==> config.mk <==
export PLATFORM = sky130hd
export DESIGN_NAME = i2c_eeprom_byte_ctrl
export DESIGN_NICKNAME = d
export VERILOG_FILES = /design/src/rtl/i2c_eeprom_byte_ctrl.sv
export SDC_FILE = /design/constraint.sdc
export NUM_CORES = 1
export LEC_CHECK = 0
export BUFFER_PORTS_ARGS = -buffer_cell sky130_fd_sc_hd__buf_2
export CORE_MARGIN = 2
export CORE_UTILIZATION = 40
export CTS_CLUSTER_DIAMETER = 80
export DETAILED_ROUTE_END_ITERATION = 10
export MAX_ROUTING_LAYER = met4
export PLACE_DENSITY = 0.64
export SYNTH_ARGS = -nofsm -noshare
export SYNTH_HDL_FRONTEND = slang
export SYNTH_SLANG_ARGS = --single-unit
==> constraint.sdc <==
create_clock -name clk -period 2.6 [get_ports clk]
set_clock_uncertainty 0.1 [all_clocks]
set_input_delay 0 -clock clk [delete_from_list [all_inputs] [get_ports clk]]
set_output_delay 0 -clock clk [all_outputs]
set_load 0.05 [all_outputs]
==> src/rtl/i2c_eeprom_byte_ctrl.sv <==
// I2C slave front end for a byte-addressed EEPROM: matches the device address,
// delivers word address / write bytes as strobes and serialises read bytes onto SDA.
module i2c_eeprom_byte_ctrl #(
  parameter logic [6:0] DEV_ADDR = 7'b1010000
) (
  input  logic       clk,
  input  logic       rst_n,
  input  logic       scl_i,
  input  logic       sda_i,
  output logic       sda_oe,
  output logic       addr_load,
  output logic [7:0] addr_o,
  output logic       addr_inc,
  output logic [7:0] wdata_o,
  output logic       wr_stb,
  input  logic [7:0] rdata_i,
  output logic       rd_stb,
  output logic       busy
);

  typedef enum logic [3:0] {
    IDLE, DEV, DEV_ACK, WADDR, WADDR_ACK, WDATA, WDATA_ACK, RDATA, RACK, WAIT_STOP
  } state_t;

  state_t     state_q, state_d;
  logic [1:0] scl_sync_q, sda_sync_q;
  logic       scl_prev_q, sda_prev_q;
  logic [2:0] cnt_q, cnt_d;
  logic [7:0] sh_q, sh_d;
  logic [7:0] addr_q, addr_d;
  logic [7:0] wdata_q, wdata_d;
  logic       oe_q, oe_d;
  logic       phase_q, phase_d;
  logic       rw_q, rw_d;
  logic       load_q, load_d, inc_q, inc_d, wr_q, wr_d, rd_q, rd_d;
  logic       scl_s, sda_s, scl_rise, scl_fall, start_det, stop_det, load_rd;
  logic [7:0] byte_in;

  assign scl_s     = scl_sync_q[1];
  assign sda_s     = sda_sync_q[1];
  assign scl_rise  = scl_s & ~scl_prev_q;
  assign scl_fall  = ~scl_s & scl_prev_q;
  assign start_det = scl_s & scl_prev_q & sda_prev_q & ~sda_s;
  assign stop_det  = scl_s & scl_prev_q & ~sda_prev_q & sda_s;
  assign byte_in   = {sh_q[6:0], sda_s};

  assign sda_oe    = oe_q;
  assign addr_load = load_q;
  assign addr_inc  = inc_q;
  assign wr_stb    = wr_q;
  assign rd_stb    = rd_q;
  assign addr_o    = addr_q;
  assign wdata_o   = wdata_q;
  assign busy      = (state_q != IDLE);

  always_ff @(posedge clk or negedge rst_n) begin
    if (!rst_n) begin
      scl_sync_q <= '1;
      sda_sync_q <= '1;
      scl_prev_q <= 1'b1;
      sda_prev_q <= 1'b1;
      state_q    <= IDLE;
      cnt_q      <= '0;
      sh_q       <= '0;
      addr_q     <= '0;
      wdata_q    <= '0;
      oe_q       <= 1'b0;
      phase_q    <= 1'b0;
      rw_q       <= 1'b0;
      load_q     <= 1'b0;
      inc_q      <= 1'b0;
      wr_q       <= 1'b0;
      rd_q       <= 1'b0;
    end else begin
      scl_sync_q <= {scl_sync_q[0], scl_i};
      sda_sync_q <= {sda_sync_q[0], sda_i};
      scl_prev_q <= scl_s;
      sda_prev_q <= sda_s;
      state_q    <= state_d;
      cnt_q      <= cnt_d;
      sh_q       <= sh_d;
      addr_q     <= addr_d;
      wdata_q    <= wdata_d;
      oe_q       <= oe_d;
      phase_q    <= phase_d;
      rw_q       <= rw_d;
      load_q     <= load_d;
      inc_q      <= inc_d;
      wr_q       <= wr_d;
      rd_q       <= rd_d;
    end
  end

  // ACK states use oe_q as their phase: first SCL fall asserts, second releases.
  always_comb begin
    state_d = state_q;
    cnt_d   = cnt_q;
    sh_d    = sh_q;
    addr_d  = addr_q;
    wdata_d = wdata_q;
    oe_d    = oe_q;
    phase_d = phase_q;
    rw_d    = rw_q;
    load_d  = 1'b0;
    wr_d    = 1'b0;
    rd_d    = 1'b0;
    inc_d   = wr_q;
    load_rd = 1'b0;
    if (stop_det) begin
      state_d = IDLE;
      cnt_d   = '0;
      oe_d    = 1'b0;
      phase_d = 1'b0;
    end else if (start_det) begin
      state_d = DEV;
      cnt_d   = '0;
      oe_d    = 1'b0;
      phase_d = 1'b0;
    end else begin
      unique case (state_q)
        IDLE: ;
        DEV, WADDR, WDATA: begin
          if (scl_rise) begin
            sh_d  = byte_in;
            cnt_d = cnt_q + 3'd1;
            if (cnt_q == 3'd7) begin
              if (state_q == DEV) begin
                rw_d    = byte_in[0];
                state_d = (byte_in[7:1] == DEV_ADDR) ? DEV_ACK : WAIT_STOP;
              end else if (state_q == WADDR) begin
                addr_d  = byte_in;
                load_d  = 1'b1;
                state_d = WADDR_ACK;
              end else begin
                wdata_d = byte_in;
                wr_d    = 1'b1;
                state_d = WDATA_ACK;
              end
            end
          end
        end
        DEV_ACK, WADDR_ACK, WDATA_ACK: begin
          if (scl_fall) begin
            if (!oe_q) begin
              oe_d = 1'b1;
            end else begin
              oe_d = 1'b0;
              if (state_q == DEV_ACK && rw_q) load_rd = 1'b1;
              else if (state_q == DEV_ACK)    state_d = WADDR;
              else                            state_d = WDATA;
            end
          end
        end
        RDATA: begin
          if (scl_rise) begin
            cnt_d = cnt_q + 3'd1;
            if (cnt_q == 3'd7) phase_d = 1'b1;
          end else if (scl_fall) begin
            if (phase_q) begin
              oe_d    = 1'b0;
              phase_d = 1'b0;
              state_d = RACK;
            end else begin
              oe_d = ~sh_q[7];
              sh_d = {sh_q[6:0], 1'b0};
            end
          end
        end
        RACK: begin
          if (scl_rise) begin
            inc_d = 1'b1;
            if (sda_s) state_d = WAIT_STOP;
            else       phase_d = 1'b1;
          end else if (scl_fall && phase_q) begin
            load_rd = 1'b1;
          end
        end
        WAIT_STOP: oe_d = 1'b0;
        default:   state_d = IDLE;
      endcase
    end
    if (load_rd) begin
      sh_d    = {rdata_i[6:0], 1'b0};
      oe_d    = ~rdata_i[7];
      rd_d    = 1'b1;
      phase_d = 1'b0;
      cnt_d   = '0;
      state_d = RDATA;
    end
  end

endmodule
==> results.yml, run 1 <==
outcome:
  outcome: "complete, no violations"
cts:
  hold_buffers: 11
  clock_latency_ns: 0.30
  clock_path_buffers: 2
  cts_setup_buffers: 0
  cts_num_sinks: 44
  cts_root_buf: "clkbuf_8"
  cts_resized: 0
  cts_tree: "built"
  cts_buffers: 5
  h-tree-depth: 2
  clkTransAtPathRegs_ns: 0.08
floorplanning:
  start_util: 0.409
  io_pins: 34
  die_area_um2: 6180
  num_rows: 27
  die_h_um: 78.6
  die_w_um: 78.6
  core_um2: 5440
yosys:
  ys_warn_count: 0
  synth_top_cell_by_area: "dfrtp_1"
  yosysMostFrequentCell: "dfrtp_1"
  synth_seq_area_share: 0.498
  synth_cell_types: 52
  ys_ff_latch: 44
  syn-num-nets: 218
  async_flop_share: 1.00
  synth-edff-count: 0
  yosysTopAreaCellShare: 0.427
  synthCells: 201
  synthFlopType: "dfrtp_1"
  avgSynthCellArea_um2: 11.1
  synth_area_um2: 2230
  synthTopCellsByArea: "dfrtp_1, mux2_2, dfstp_2"
  yosys-top-cells-count: "dfrtp_1, mux2_2, nand2_1"
global_routing:
  grt_pass1_vias: 1767
  grt_pass1_wl_um: 8710
  grt_max_degree: 45
  grt_overflow: 0
  grt.total_usage: 0.187
  antenna_found_initial: 0
timing:
  setup_viol: 0
  timing.hold.ws_ns: 0.240
  worst_pin_slew_ns: 0.966
  max_freq_ghz: 0.413
  rsz0062_at_grt: "false"
  layout_worst_path_cycle_share: 0.931
  tns_ns: 0
  period_needed_ns: 2.42
  hold_viol_final: 0
  report.final.slew_viol_count: 0
  max_slew_margin: 0.356
worst_setup_path:
  crit_required_ns: 2.72
  r2r_end: "state_q[1]"
  worstSetupEndpointType: "register"
  cp_slowest_cell: "dfstp_2"
  worstSetupPathType: "reg2reg"
  crit_chain: "ha_1, nand2_1, a32oi_1, o211ai_1, or4_1, a31oi_1"
  worstReg2RegStart: "scl_sync_q[1]"
  cp_data_arrival_time_ns: 2.54
  startpoint_type: "register"
  r2r_slack_ns: 0.18
  r2r_cells: 6
  slowest_delay_ns: 0.57
  crit_fanout: 12
detailed_routing:
  ant_nets: 0
  dr.pass1.iters: 4
  detailroute.via_count: 1805
  wl_um: 5210
  drcViolationCount: 0
  viasPerCell: 5.50
  wire_per_inst_um: 15.9
  first_iter_violations: 143
cells_and_area:
  fin_nets: 272
  n_antenna_cell: 0
  final_layout_size_suffix_gt1_frac: 0.340
  multiInputGateArea_um2: 1040
  final-seq-area_um2: 1110
  fillers: 502
  area_delta_synth_final_pct: 24.7
run:
  maxCapViolations: 0
placed_design:
  detailed_place_hpwl_um: 3610
  gp_congestion: 0.981
  io_buffers: 33
hold_path:
  hp-start: "sda_i"
  min_path_cells: 2
  min_path_type: "in2reg"
  min_to: "sda_sync_q[0]"
power:
  p_leak_nw: 1.33
  ir_drop_v: 0.000422
  power_density_nw_per_um2: 904
-- through the flow --
step                total power [mW]  instance area (µm²)   util  instances  setup slack, ns
floorplan                       1.65                 2230      -        201            0.379
global placement                1.94                 2540  0.468        309            0.254
detailed placement              1.94                 2540  0.468        309            0.195
CTS                             2.51                 2780  0.510        328            0.190
global route                    2.66                 2780  0.510        328           0.0226
finish                          2.51                 2780  0.510        328            0.180
-- worst max path at each step --
stage	from	endpoint	slack, ns	cells after the start
global route	scl_sync_q[1]	state_q[3]	0.02	6
detailed placement	scl_prev_q	state_q[1]	0.20	7
global placement	scl_prev_q	state_q[1]	0.25	7
CTS	scl_sync_q[1]	state_q[3]	0.19	6
floorplan	scl_sync_q[1]	state_q[1]	0.38	7
finish	scl_sync_q[1]	state_q[1]	0.18	6
-- critical path: cells and delay by family, from the launching register on --
| family | cells | cell delay, ns |
|---|---|---|
| flops | 1 | 0.57 |
| fa+ha+maj | 1 | 0.40 |
| compound gates | 3 | 0.64 |
| simple gates | 2 | 0.62 |
-- layout by cell type (no fill, tap or decap), drive strengths merged, types with 2 or more instances in the layout --
master,synthesis,routed
o211ai,2,2
mux2,16,16
o41ai,2,2
o22ai,8,8
nor4b,4,4
xor2,2,2
o21ai,9,9
a2bb2oi,8,8
nand2b,3,3
a31oi,4,4
and2,3,3
nor2b,4,4
dfstp,6,6
inv,7,7
a32oi,2,2
a21boi,3,3
buf,5,48
dfrtp,38,38
or4,2,2
nand3,6,6
a21oi,7,7
nor2,10,10
nand2,15,15
nand4,2,2
dlygate4sd3,0,11
ha,5,5
clkbuf,7,6
-- final cells by class --
type	instances	area share
Multi-Input combinational cell	138	0.375
Tap cell	72	0.0325
Clock inverter	2	0.0140
Inverter	7	0.00947
Clock buffer	6	0.0298
Timing Repair Buffer	59	0.140
Sequential cell	44	0.399
-- flip-flops by register name, summed over array words and instances, names as in the netlist --
register / count
phase_q: 1
addr_load: 1
addr_inc: 1
cnt_q: 3
scl_prev_q: 1
wr_stb: 1
wdata_o: 8
rd_stb: 1
rw_q: 1
sda_sync_q: 2
scl_sync_q: 2
state_q: 4
sda_prev_q: 1
addr_o: 8
sda_oe: 1
sh_q: 8
-- layer usage --
metal / GRT usage / up-vias / share of wire
li1: - / 851 / -
met1: 0.247 / 886 / 0.46
met2: 0.290 / 62 / 0.47
met3: 0.0333 / 6 / 0.054
met4: 0.0649 / 0 / 0.013
met5: - / - / 0
-- cells by family after synthesis --
| logic type | share of synthesized area |
|---|---|
| compound gates | 0.183 |
| xor+xnor | 0.00787 |
| fa+ha+maj | 0.0326 |
| buf+inv | 0.0343 |
| flops | 0.498 |
| mux | 0.0854 |
| simple gates | 0.159 |
-- where the power goes --
| group | total, mW | internal (mW) | switching (mW) |
|---|---|---|---|
| Sequential | 0.964 | 0.810 | 0.154 |
| Clock | 0.554 | 0.314 | 0.240 |
| Combinational | 0.989 | 0.430 | 0.559 |
| Total | 2.51 | 1.55 | 0.954 |
No activity file was read; power rests on OpenSTA's default activity.
==> run 2: changes to the inputs <==
--- a/config.mk
+++ b/config.mk
@@ -15,3 +15,4 @@
 export SYNTH_ARGS = -nofsm -noshare
 export SYNTH_HDL_FRONTEND = slang
 export SYNTH_SLANG_ARGS = --single-unit
+export TNS_END_PERCENT = 100
==> constraint.sdc (replaced) <==
create_clock -name clk -period 2.8 [get_ports clk]
set_clock_uncertainty 0.1 [all_clocks]
set_input_delay 0 -clock clk [delete_from_list [all_inputs] [get_ports clk]]
set_output_delay 0 -clock clk [all_outputs]
set_load 0.05 [all_outputs]
==> run 2 against run 1 <==
Net effect:
- sequential share of layout area is 0.85 points higher
- design area is 2.1% lower
- register-to-register slack improved by 0.12 ns
- global-route usage is 0.36 points lower
- critical endpoint is now addr_o[1]
==> results.yml, run 2 (synthesis results as in run 1) <==
timing:
  report.final.slew_viol_count: 0
  hold_viol_final: 0
  setup_viol: 0
  worst_pin_slew_ns: 0.961
  timing.hold.ws_ns: 0.00518
  layout_worst_path_cycle_share: 0.891
  period_needed_ns: 2.49
  tns_ns: 0
  max_freq_ghz: 0.401
  max_slew_margin: 0.360
  rsz0062_at_grt: "false"
detailed_routing:
  wl_um: 5160
  drcViolationCount: 0
  ant_nets: 0
  first_iter_violations: 139
  wire_per_inst_um: 16.1
  dr.pass1.iters: 4
  detailroute.via_count: 1748
  viasPerCell: 5.45
cts:
  h-tree-depth: 2
  hold_buffers: 10
  cts_root_buf: "clkbuf_8"
  cts_resized: 0
  cts_setup_buffers: 0
  clock_latency_ns: 0.30
  cts_buffers: 5
  cts_tree: "built"
  cts_num_sinks: 44
  clkTransAtPathRegs_ns: 0.09
  clock_path_buffers: 2
worst_setup_path:
  worstSetupPathType: "reg2reg"
  crit_chain: "ha_1, a21boi_2, nand2_1, nor4_4, buf_4, mux2_2"
  cp_data_arrival_time_ns: 2.59
  cp_slowest_cell: "dfstp_2"
  startpoint_type: "register"
  worstSetupEndpointType: "register"
  r2r_slack_ns: 0.31
  crit_required_ns: 2.89
  slowest_delay_ns: 0.57
  crit_fanout: 12
  critPathTopFamily: "flip-flops"
  critical_path_buf_inv_count: 1
power:
  power_frac_seq: 0.388
  clock_power_share: 0.226
  p_comb_frac: 0.386
  intPower_mw: 1.40
  p_leak_nw: 1.29
  switching_share: 0.385
  ir_drop_v: 0.000376
  power_density_nw_per_um2: 840
  switchingPower_uw: 879
placed_design:
  gp_congestion: 0.896
  detailed_place_hpwl_um: 3530
  io_buffers: 33
  place_inst: 303
global_routing:
  grt_pass1_wl_um: 8540
  grt.total_usage: 0.183
  grt_max_degree: 45
  grt_pass1_vias: 1735
  grt_overflow: 0
  antenna_found_initial: 0
outcome:
  outcome: "complete, no violations"
cells_and_area:
  fin_nets: 265
  fillers: 491
  multiInputGateArea_um2: 1040
  final_cell_mix: "dfrtp_1, buf_2, mux2_2"
  final_layout_size_suffix_gt1_frac: 0.325
  layout_commonest_cell: "dfrtp_1"
  final-seq-area_um2: 1110
  final_cells: 321
  n_antenna_cell: 0
  area_delta_synth_final_pct: 22.1
floorplanning:
  io_pins: 34
  start_util: 0.409
  num_rows: 27
  die_area_um2: 6180
  core_um2: 5440
  die_w_um: 78.6
  die_h_um: 78.6
run:
  maxCapViolations: 0
hold_path:
  min_path_type: "in2reg"
[run 2: changes by cell type in the layout (fill, tap and decap cells not counted)]
cell,before,now
buf_4,15,9
dlygate4sd3_1,11,10
inv_8,0,1
clkinv_4,1,0
inv_6,0,1
clkbuf_8,6,5
[run 2: metrics by stage]
step	utilization	worst slack (ns)	total power, mW	area, µm²
CTS	0.500	0.339	2.29	2720
finish	0.500	0.305	2.28	2720
global route	0.500	0.208	2.43	2720
floorplan	-	0.579	1.53	2230
global placement	0.459	0.473	1.76	2500
detailed placement	0.459	0.354	1.75	2500
[run 2: power by group through the flow]
stage	sequential [mW]	clock, mW	combinational, mW
floorplan	0.876	0	0.659
global placement	0.896	0	0.869
global route	0.907	0.554	0.973
detailed placement	0.896	0	0.858
finish	0.885	0.516	0.880
CTS	0.884	0.532	0.874
[run 2: worst paths after layout]
| check | startpoint | depth (start not counted) | endpoint |
|---|---|---|---|
| setup / recovery | scl_sync_q[1] | 6 | addr_o[1] |
| hold / removal | rdata_i[3] | 3 | sh_q[4] |
| setup reg to reg | scl_sync_q[1] | 6 | addr_o[1] |
| hold reg to reg | scl_sync_q[0] | 0 | scl_sync_q[1] |
| max in group asynchronous | rst_n | 2 | sda_oe |
| min in group asynchronous | rst_n | 2 | cnt_q[2] |
[run 2: per-layer routing]
layer / track usage / vias to the layer above / wire, µm
met2: 0.269 / 53 / 2360
met5: - / - / 0
li1: - / 841 / -
met4: 0.0456 / 0 / 55
met3: 0.0368 / 7 / 259
met1: 0.260 / 847 / 2490
[run 2: tightest hold or removal path, cell delays in order]
cell	delay (ns)
buf_2	0.08
o22ai_1	0.07
o2bb2a_1	0.22
[run 2: final cells by class]
| class | instances | area share |
|---|---|---|
| Timing Repair Buffer | 52 | 0.122 |
| Sequential cell | 44 | 0.408 |
| Multi-Input combinational cell | 138 | 0.383 |
| Clock buffer | 5 | 0.0253 |
| Tap cell | 72 | 0.0331 |
| Inverter | 7 | 0.00967 |
| Clock inverter | 3 | 0.0184 |
